## src/rtl/vm_job_scheduler.sv

```systemverilog
// vm_job_scheduler: round-robin job launcher for one shared VM engine; optional instruction watchdog under VM_SCHED_WATCHDOG_EN
module vm_job_scheduler #(
  parameter int NREQ = 4,
  parameter int PC_W = 16,
  parameter int POS_W = 16,
  parameter int CNT_W = 24,
  localparam int ID_W = (NREQ > 1) ? $clog2(NREQ) : 1
) (
  input  logic                  clk,
  input  logic                  rst_n,
  input  logic [NREQ-1:0]       req_valid,
  output logic [NREQ-1:0]       req_ready,
  input  logic [NREQ*PC_W-1:0]  req_pc,
  input  logic [NREQ*POS_W-1:0] req_pos,
  output logic                  vm_start,
  output logic [PC_W-1:0]       vm_pc,
  output logic [POS_W-1:0]      vm_pos,
  input  logic                  vm_instr,
  input  logic                  vm_done,
  input  logic                  vm_matched,
  input  logic [POS_W-1:0]      vm_end_pos,
  output logic                  vm_abort,
  input  logic [CNT_W-1:0]      cfg_max_instr,
  output logic                  rsp_valid,
  input  logic                  rsp_ready,
  output logic [ID_W-1:0]       rsp_id,
  output logic                  rsp_matched,
  output logic [POS_W-1:0]      rsp_pos,
  output logic                  rsp_timeout
);
`ifdef VM_SCHED_WATCHDOG_EN
  typedef enum logic [2:0] {IDLE, LAUNCH, RUN, ABORT, RESP} state_t;
`else
  typedef enum logic [2:0] {IDLE, LAUNCH, RUN, RESP} state_t;
`endif
  state_t state, state_nx;
  logic [ID_W-1:0] last, gnt_idx, rr_j;
  logic gnt_any;
  // round-robin search; later iterations are closer to last and override, so the nearest requester after last wins
  always_comb begin
    gnt_any = 1'b0;
    gnt_idx = '0;
    rr_j = '0;
    for (int k = NREQ; k >= 1; k--) begin
      rr_j = ID_W'((int'(last) + k) % NREQ);
      if (req_valid[rr_j]) begin
        gnt_any = 1'b1;
        gnt_idx = rr_j;
      end
    end
  end
`ifdef VM_SCHED_WATCHDOG_EN
  logic [CNT_W-1:0] cnt;
  logic wd_hit;
  assign wd_hit = (cfg_max_instr != '0) && (cnt >= cfg_max_instr);
  // instruction budget counter: cleared at launch, saturating while running
  always_ff @(posedge clk or negedge rst_n)
    if (!rst_n) cnt <= '0;
    else if (state == LAUNCH) cnt <= '0;
    else if (state == RUN && vm_instr && cnt != '1) cnt <= cnt + 1'b1;
`else
  logic unused_wd;
  assign unused_wd = ^{cfg_max_instr, vm_instr};
`endif
  // state register
  always_ff @(posedge clk or negedge rst_n)
    if (!rst_n) state <= IDLE;
    else state <= state_nx;
  // next state and handshake/strobe outputs; req_ready is gated by rst_n so it stays low during reset
  always_comb begin
    state_nx = state;
    req_ready = '0;
    vm_start = 1'b0;
    vm_abort = 1'b0;
    rsp_valid = 1'b0;
    case (state)
      IDLE: if (gnt_any) begin
        req_ready[gnt_idx] = rst_n;
        state_nx = LAUNCH;
      end
      LAUNCH: begin
        vm_start = 1'b1;
        state_nx = RUN;
      end
      RUN: if (vm_done) state_nx = RESP;
`ifdef VM_SCHED_WATCHDOG_EN
      else if (wd_hit) state_nx = ABORT;
      ABORT: begin
        vm_abort = 1'b1;
        state_nx = RESP;
      end
`endif
      RESP: begin
        rsp_valid = 1'b1;
        state_nx = rsp_ready ? IDLE : RESP;
      end
      default: state_nx = IDLE;
    endcase
  end
  // capture granted requester and its operands; vm_pc/vm_pos double as the job's start operands
  always_ff @(posedge clk or negedge rst_n)
    if (!rst_n) begin
      last <= ID_W'(NREQ - 1);
      rsp_id <= '0;
      vm_pc <= '0;
      vm_pos <= '0;
    end else if (state == IDLE && gnt_any) begin
      last <= gnt_idx;
      rsp_id <= gnt_idx;
      vm_pc <= req_pc[int'(gnt_idx)*PC_W +: PC_W];
      vm_pos <= req_pos[int'(gnt_idx)*POS_W +: POS_W];
    end
  // response payload: VM result on completion, start position on abort or no match
  always_ff @(posedge clk or negedge rst_n)
    if (!rst_n) begin
      rsp_matched <= 1'b0;
      rsp_pos <= '0;
    end else if (state == RUN && vm_done) begin
      rsp_matched <= vm_matched;
      rsp_pos <= vm_matched ? vm_end_pos : vm_pos;
    end
`ifdef VM_SCHED_WATCHDOG_EN
    else if (state == ABORT) begin
      rsp_matched <= 1'b0;
      rsp_pos <= vm_pos;
    end
  // timeout flag marks responses produced by the watchdog
  always_ff @(posedge clk or negedge rst_n)
    if (!rst_n) rsp_timeout <= 1'b0;
    else if (state == RUN && vm_done) rsp_timeout <= 1'b0;
    else if (state == ABORT) rsp_timeout <= 1'b1;
`else
  assign rsp_timeout = 1'b0;
`endif
endmodule
```

## config.mk

```make
export PLATFORM = sky130hd
export DESIGN_NAME = vm_job_scheduler
export DESIGN_NICKNAME = d
export VERILOG_FILES = /design/src/rtl/vm_job_scheduler.sv
export SDC_FILE = /design/constraint.sdc
export NUM_CORES = 1
export LEC_CHECK = 0
export BUFFER_PORTS_ARGS = -buffer_cell sky130_fd_sc_hd__clkbuf_2
export CAP_MARGIN = 0
export CORE_MARGIN = 2
export CORE_UTILIZATION = 39
export DETAILED_ROUTE_END_ITERATION = 7
export GPL_ROUTABILITY_DRIVEN = 0
export GPL_TIMING_DRIVEN = 0
export PLACE_DENSITY_LB_ADDON = 0.08
export SKIP_LAST_GASP = 1
export SLEW_MARGIN = 10
export SYNTH_ARGS = -nofsm -noshare
export SYNTH_HDL_FRONTEND = slang
export SYNTH_SLANG_ARGS = --single-unit
```

## constraint.sdc

```tcl
create_clock -name clk -period 1.6 [get_ports clk]
set_input_delay 0.24 -clock clk [delete_from_list [all_inputs] [get_ports clk]]
set_output_delay 0.24 -clock clk [all_outputs]
set_load 0.03 [all_outputs]
```

# Word level (Yosys, flattened, before mapping)

Index checks and enable logic that the tools add are counted.
Widths: inputs -> output; s select.

Register bits after elaboration: 56
Output and inout port bits: 59
Word-level logic and storage cells: 57

Add/subtract/negate cells: 4
$lt $le $gt $ge: 6
Equal/unequal tests: 5
Shift-type cells: 2
Multiplexer cells: 27
Bitwise operators: 1
Reductions and logical operators: 5

Operator list:

| cell                | count |
|---|---|
| $shiftx 64x7->16    | 2 |
| $mux 16             | 1 |
| $lt 2x3->1 const B  | 5 |
| $pmux 3 s4          | 1 |
| $mux 1              | 11 |
| $mux 2              | 5 |
| $bmux 1 s2          | 4 |
| $mux 4              | 2 |
| $eq 3x2->1 const B  | 2 |
| $mux 3              | 2 |
| $add 2x1->2 const B | 2 |
| $add 2x2->2 const B | 2 |
| $and 4x4->4         | 1 |
| $ne 2x2->1 const B  | 2 |
| $eq 3x1->1 const B  | 1 |
| $logic_and 1x1->1   | 3 |
| $logic_not 3->1     | 1 |
| $demux 1 s2         | 1 |
| $ge 2x1->1 const B  | 1 |
| $reduce_and 2->1    | 1 |

# Longest topological paths before layout

Depth in word-level cells: 14
Mapped depth: 7

# Least setup slack after synthesis

OpenSTA, ideal clock, no wires.

Kind: reg-to-output
Start: register last[1]
End: output req_ready[0]
Arrival: 2072 ps
Data required time: 1360 ps
Slack: -712 ps
Stages on the path, launching flop included: 7
Path buffers: 2
Cells stage by stage: dfstp_2 > mux2i_1 > o22ai_2 > a21o_1 > buf_4 > buf_6 > nor3_1

Longest elaborated chain between the ends: 14

Ends and longest elaborated chain:

| what                                                                  | line | text |
|---|---|---|
| start: declaration                                                    | 37   | `logic [ID_W-1:0] last, gnt_idx, rr_j;` |
| start signal: assignment                                              | 103  | `last <= ID_W'(NREQ - 1);` |
| start signal: assignment                                              | 108  | `last <= gnt_idx;` |
| $add 2x1->2                                                           | 45   | `rr_j = ID_W'((int'(last) + k) % NREQ);` |
| $bmux 1 s2                                                            | 46   | `if (req_valid[rr_j]) begin` |
| $mux 1 (not written as such)                                          | 46   |  |
| $mux 2 (4 in a row)                                                   | 46   |  |
| $lt 2x3->1 (not written as such) / $ge 2x1->1 (equally long branches) | 78   | `req_ready[gnt_idx] = rst_n;` |
| $logic_and 1x1->1 (not written as such)                               | 78   |  |
| $mux 1 (not written as such)                                          | 78   |  |
| $demux 1 s2                                                           | 78   |  |
| $and 4x4->4 (no line)                                                 | --   |  |
| $mux 4 *                                                              | 77   | `IDLE: if (gnt_any) begin` |
| $mux 4 *                                                              | 76   | `case (state)` |
| end: declaration                                                      | 12   | `output logic [NREQ-1:0] req_ready,` |

Every way passes the cells marked *; elsewhere a longest branch is shown, timed or not. The select of a mux whose other input is x is not followed.

# Worst setup path after layout

Start: register last[1]
End: output req_ready[1]

The elaborated chain is that of the path after synthesis.

==> results by stage <==
Outcome:
- The run finished, with violations left.
- The checks that failed: negative setup slack.

Cells and area:
- The fraction of final layout cells with drive strength greater than 1 is 63.95%.
- For this run, the post-layout net count is 790.
- The share of the core filled with cells is 63.37%.
- The signed area change from the synthesized netlist to the final layout is 58.60%.
- The repair_antennas step left the layout with diodes totalling 0.
- The number of inserted filler cells in the final layout is 804.

Synthesis:
- In this run the cell area of the synthesized design comes to 0.003675 mm².
- The number of cells produced by synthesis is 375.
- The flip-flop and latch count after synthesis is 55.
- The post-synthesis cell type with the largest combined area is sky130_fd_sc_hd__dfrtp_1.
- After synthesis, the cell types taking the most area are sky130_fd_sc_hd__dfrtp_1, sky130_fd_sc_hd__a211oi_2, sky130_fd_sc_hd__mux2i_1.
- The count of warnings emitted by yosys is 0.
- The fraction of the yosys area taken by sequential cells is 37.52%.
- Averaged over all synthesized cells, the footprint is 9.799 µm².
- The share of the synthesized area in the top cell type is 36.09%.
- Synthesis instantiated 31 different standard cells from the library.

Clock tree:
- The cell at the root of the clock tree is sky130_fd_sc_hd__clkbuf_8.
- TritonCTS built the clock tree.
- In this run the number of H-tree levels came out at 2.
- The clock reaches the later pin of the worst-skew pair after 0.31 ns.
- The buffer depth of the longest clock path is 2.
- The clock-pin slew on the worst setup and hold paths is 0.11 ns.
- The clock drives 55 sinks.
- The number of CTS-inserted buffers is 5.

Routing:
- The total routed wire length on the met1 layer is 5.263 mm.
- The detailed router finished its first iteration with 118 violations.
- For this block, the routed nets add up to 12.32 mm of wire.
- The mean number of vias per cell is 5.204.
- The routed via count is 3768.
- The top routing layer in use is met4.
- The post-detailed-route count of antenna-violating nets is 0.
- The first TritonRoute pass finished after 4 iterations.
- In the final routed layout, each cell accounts on average for 17.01 µm.
- For this run, design rule violations remaining after detail routing come to 0.
- The met3 wirelength from detailed routing is 577 µm.
- The detailed-routed wire length on met2 is 6.280 mm.

GRT:
- The number of global-route vias before repair is 3775.
- The number of antenna violations at the first check in global routing was 0.
- The sum of overflow across all layers after global routing is 0.
- The first-pass GRT wire length is 18.58 mm.
- Entering global routing, the biggest net connects 57 pins.
- For this run, the total global-route usage over all layers was measured as 23.33%.

Setup path:
- The kind of critical path is reg -> out.
- The type of element launching the critical path is a flop.
- STA puts the critical path data required time at 1.36 ns.
- The arrival time at the worst endpoint is 1.94 ns.
- The maximum net fanout on the critical path is 4.
- STA classifies the critical path endpoint as an output port.
- The setup check on the worst reg-to-reg path leaves a slack of -0.48 ns.

Power and ir drop:
- Dividing total power by cell area gives a power density of 1738 mW/mm².
- The largest vdd supply drop is 752.7 µV.
- The analysis attributes to cell leakage a power of 2.711 nW.

Timing:
- The achievable frequency is 458.7 MHz.
- Clock skew on the completed layout was measured at 0.009223 ns.
- Setup violations remaining at the end of the flow were counted as 38.
- The slew at the pin closest to its max-slew limit is 0.8219 ns.
- The minimum hold slack is 0.04189 ns.
- The worst slew margin relative to its limit is 45.21%.
- The number of hold violations in the final report came to 0.
- The portion of the clock cycle consumed by the worst path in the final layout is 136.2%.
- The final setup slack of the worst path is -0.5799 ns.
- The number of slew-limit violations in the final report is 0.
- The shortest clock period the worst path allows after layout is 2.180 ns.
- Setup repair after global routing could not meet its margin everywhere.

Floorplanning:
- The core region is 0.009196 mm².
- For this configuration, the core starts out at a cell density of 39.96%.
- The area of the die is 0.01022 mm².
- The die is 101.1 µm wide.
- The height of the die is 101.1 µm.
- The row count is 35.
- The number of top-level pins is 237.

Placed design:
- The count of input and output buffers is 208.
- The half-perimeter wire length after detailed placement is 9.001 mm.

Run:
- The max-capacitance violation count is 0.

Worst hold path:
- The class of the worst hold path is in -> async.
## state kept, by name, summed over array words and instances, names as in the netlist
signal	cells
vm_pc	16
rsp_matched	1
last	2
state	2
vm_pos	16
rsp_id	2
rsp_pos	16
## per-stage QoR
| step | cells | area (µm²) | setup slack [ns] | setup TNS (ns) | total power, mW |
|---|---|---|---|---|---|
| after floorplan | 376 | 3806 | -0.3003 | -5.182 | 6.563 |
| after global placement | 695 | 4986 | -1.074 | -15.12 | 8.059 |
| after detailed placement | 695 | 4989 | -0.4914 | -13.79 | 8.174 |
| after CTS | 726 | 5625 | -0.6281 | -17.72 | 9.958 |
| after global routing | 724 | 5828 | -0.6512 | -18.99 | 10.75 |
| final | 724 | 5828 | -0.5799 | -15.94 | 10.13 |
## final timing paths
check	startpoint	to	cells past startpoint
worst max-delay path	last[1]	req_ready[1]	8
worst min-delay path	rst_n	rsp_pos[14]	1
worst max register to register	last[1]	vm_pos[14]	10
worst min register to register	rsp_pos[14]	rsp_pos[14]	2
max in group asynchronous	rst_n	state[1]	1
min in group clk	rsp_ready	state[1]	2
## layout make-up
type | count | area (µm²) | area share (%)
Clock inverter | 3 | 20.02 | 0.3435
Clock buffer | 5 | 68.82 | 1.181
Multi-Input combinational cell | 252 | 2509 | 43.04
Sequential cell | 55 | 1381 | 23.70
Tap cell | 111 | 138.9 | 2.383
Inverter | 35 | 131.4 | 2.254
Buffer | 32 | 249.0 | 4.272
Timing Repair Buffer | 231 | 1330 | 22.82
## cells by family after synthesis
group | Yosys count | synth area share, %
simple gates | 75 | 8.512
mux | 50 | 13.65
other cells | 1 | 0.1020
compound gates | 125 | 30.98
flops | 55 | 37.52
buf+inv | 69 | 9.227
## worst max-delay path, cell delays in order (launching register included)
cell and delay [ns]:
sky130_fd_sc_hd__dfstp_2 0.57, sky130_fd_sc_hd__mux2i_1 0.09, sky130_fd_sc_hd__o22ai_2 0.18, sky130_fd_sc_hd__buf_4 0.16
sky130_fd_sc_hd__a21oi_2 0.03, sky130_fd_sc_hd__buf_6 0.13, sky130_fd_sc_hd__buf_12 0.13, sky130_fd_sc_hd__nor3_4 0.16
sky130_fd_sc_hd__clkbuf_8 0.18
## layer usage
metal	up-vias	global-route usage, %
met4	0	5.925
met1	1789	28.98
met2	145	42.69
met5	-	0
met3	15	2.774
li1	1819	-
## synthesized netlist by cell type
library cell,count
sky130_fd_sc_hd__clkbuf_1,13
sky130_fd_sc_hd__o21ai_0,17
sky130_fd_sc_hd__nand2_1,25
sky130_fd_sc_hd__a21oi_2,1
sky130_fd_sc_hd__a31oi_1,1
sky130_fd_sc_hd__inv_2,1
sky130_fd_sc_hd__a211oi_2,46
sky130_fd_sc_hd__nor3_1,4
sky130_fd_sc_hd__nor2_1,37
sky130_fd_sc_hd__nand3_2,1
sky130_fd_sc_hd__o22ai_2,1
sky130_fd_sc_hd__a211oi_1,50
sky130_fd_sc_hd__mux2_2,1
sky130_fd_sc_hd__o21ai_1,1
sky130_fd_sc_hd__inv_1,34
sky130_fd_sc_hd__nand2b_1,1
sky130_fd_sc_hd__o21a_1,1
sky130_fd_sc_hd__dfrtp_1,53
sky130_fd_sc_hd__conb_1,1
sky130_fd_sc_hd__a311oi_2,1
sky130_fd_sc_hd__buf_4,4
sky130_fd_sc_hd__a21oi_1,3
sky130_fd_sc_hd__buf_2,10
sky130_fd_sc_hd__o21ai_2,1
sky130_fd_sc_hd__a21o_1,1
sky130_fd_sc_hd__and2_1,2
sky130_fd_sc_hd__nor2b_1,5
sky130_fd_sc_hd__buf_6,7
sky130_fd_sc_hd__o41ai_2,1
sky130_fd_sc_hd__dfstp_2,2
sky130_fd_sc_hd__mux2i_1,49
## placed cells by master, fill, tap and decap left out, types with 2 or more instances in the layout
cell type,n
sky130_fd_sc_hd__a211oi_1,18
sky130_fd_sc_hd__buf_6,4
sky130_fd_sc_hd__clkbuf_1,7
sky130_fd_sc_hd__a211oi_4,6
sky130_fd_sc_hd__buf_8,3
sky130_fd_sc_hd__nor3_4,4
sky130_fd_sc_hd__clkbuf_8,8
sky130_fd_sc_hd__buf_12,9
sky130_fd_sc_hd__o21ai_0,17
sky130_fd_sc_hd__nor2b_1,5
sky130_fd_sc_hd__mux2i_1,23
sky130_fd_sc_hd__dfrtp_2,2
sky130_fd_sc_hd__clkbuf_2,208
sky130_fd_sc_hd__clkbuf_4,2
sky130_fd_sc_hd__nand2_2,3
sky130_fd_sc_hd__a211oi_2,72
sky130_fd_sc_hd__inv_1,34
sky130_fd_sc_hd__buf_2,7
sky130_fd_sc_hd__dfrtp_1,51
sky130_fd_sc_hd__clkinvlp_4,2
sky130_fd_sc_hd__buf_4,20
sky130_fd_sc_hd__nor2_1,36
sky130_fd_sc_hd__a21oi_2,3
sky130_fd_sc_hd__mux2i_4,18
sky130_fd_sc_hd__dfstp_2,2
sky130_fd_sc_hd__mux2i_2,8
sky130_fd_sc_hd__nand2_1,22
sky130_fd_sc_hd__conb_1,2
## timing repair
item                                    4_1_cts  5_1_grt
pin swaps                                    18       19
endpoints found under the setup margin       38       56
gates resized for setup                      65       69
setup buffers                                21        5
hold buffers                                  0        0
gates cloned                                  2        0
## where the power goes
group | internal (mW) | total [mW] | switching (mW)
Clock | 0.306 | 0.789 | 0.483
Sequential | 2.11 | 2.60 | 0.494
Combinational | 2.72 | 6.74 | 4.02
No activity file was read; power rests on OpenSTA's default activity.
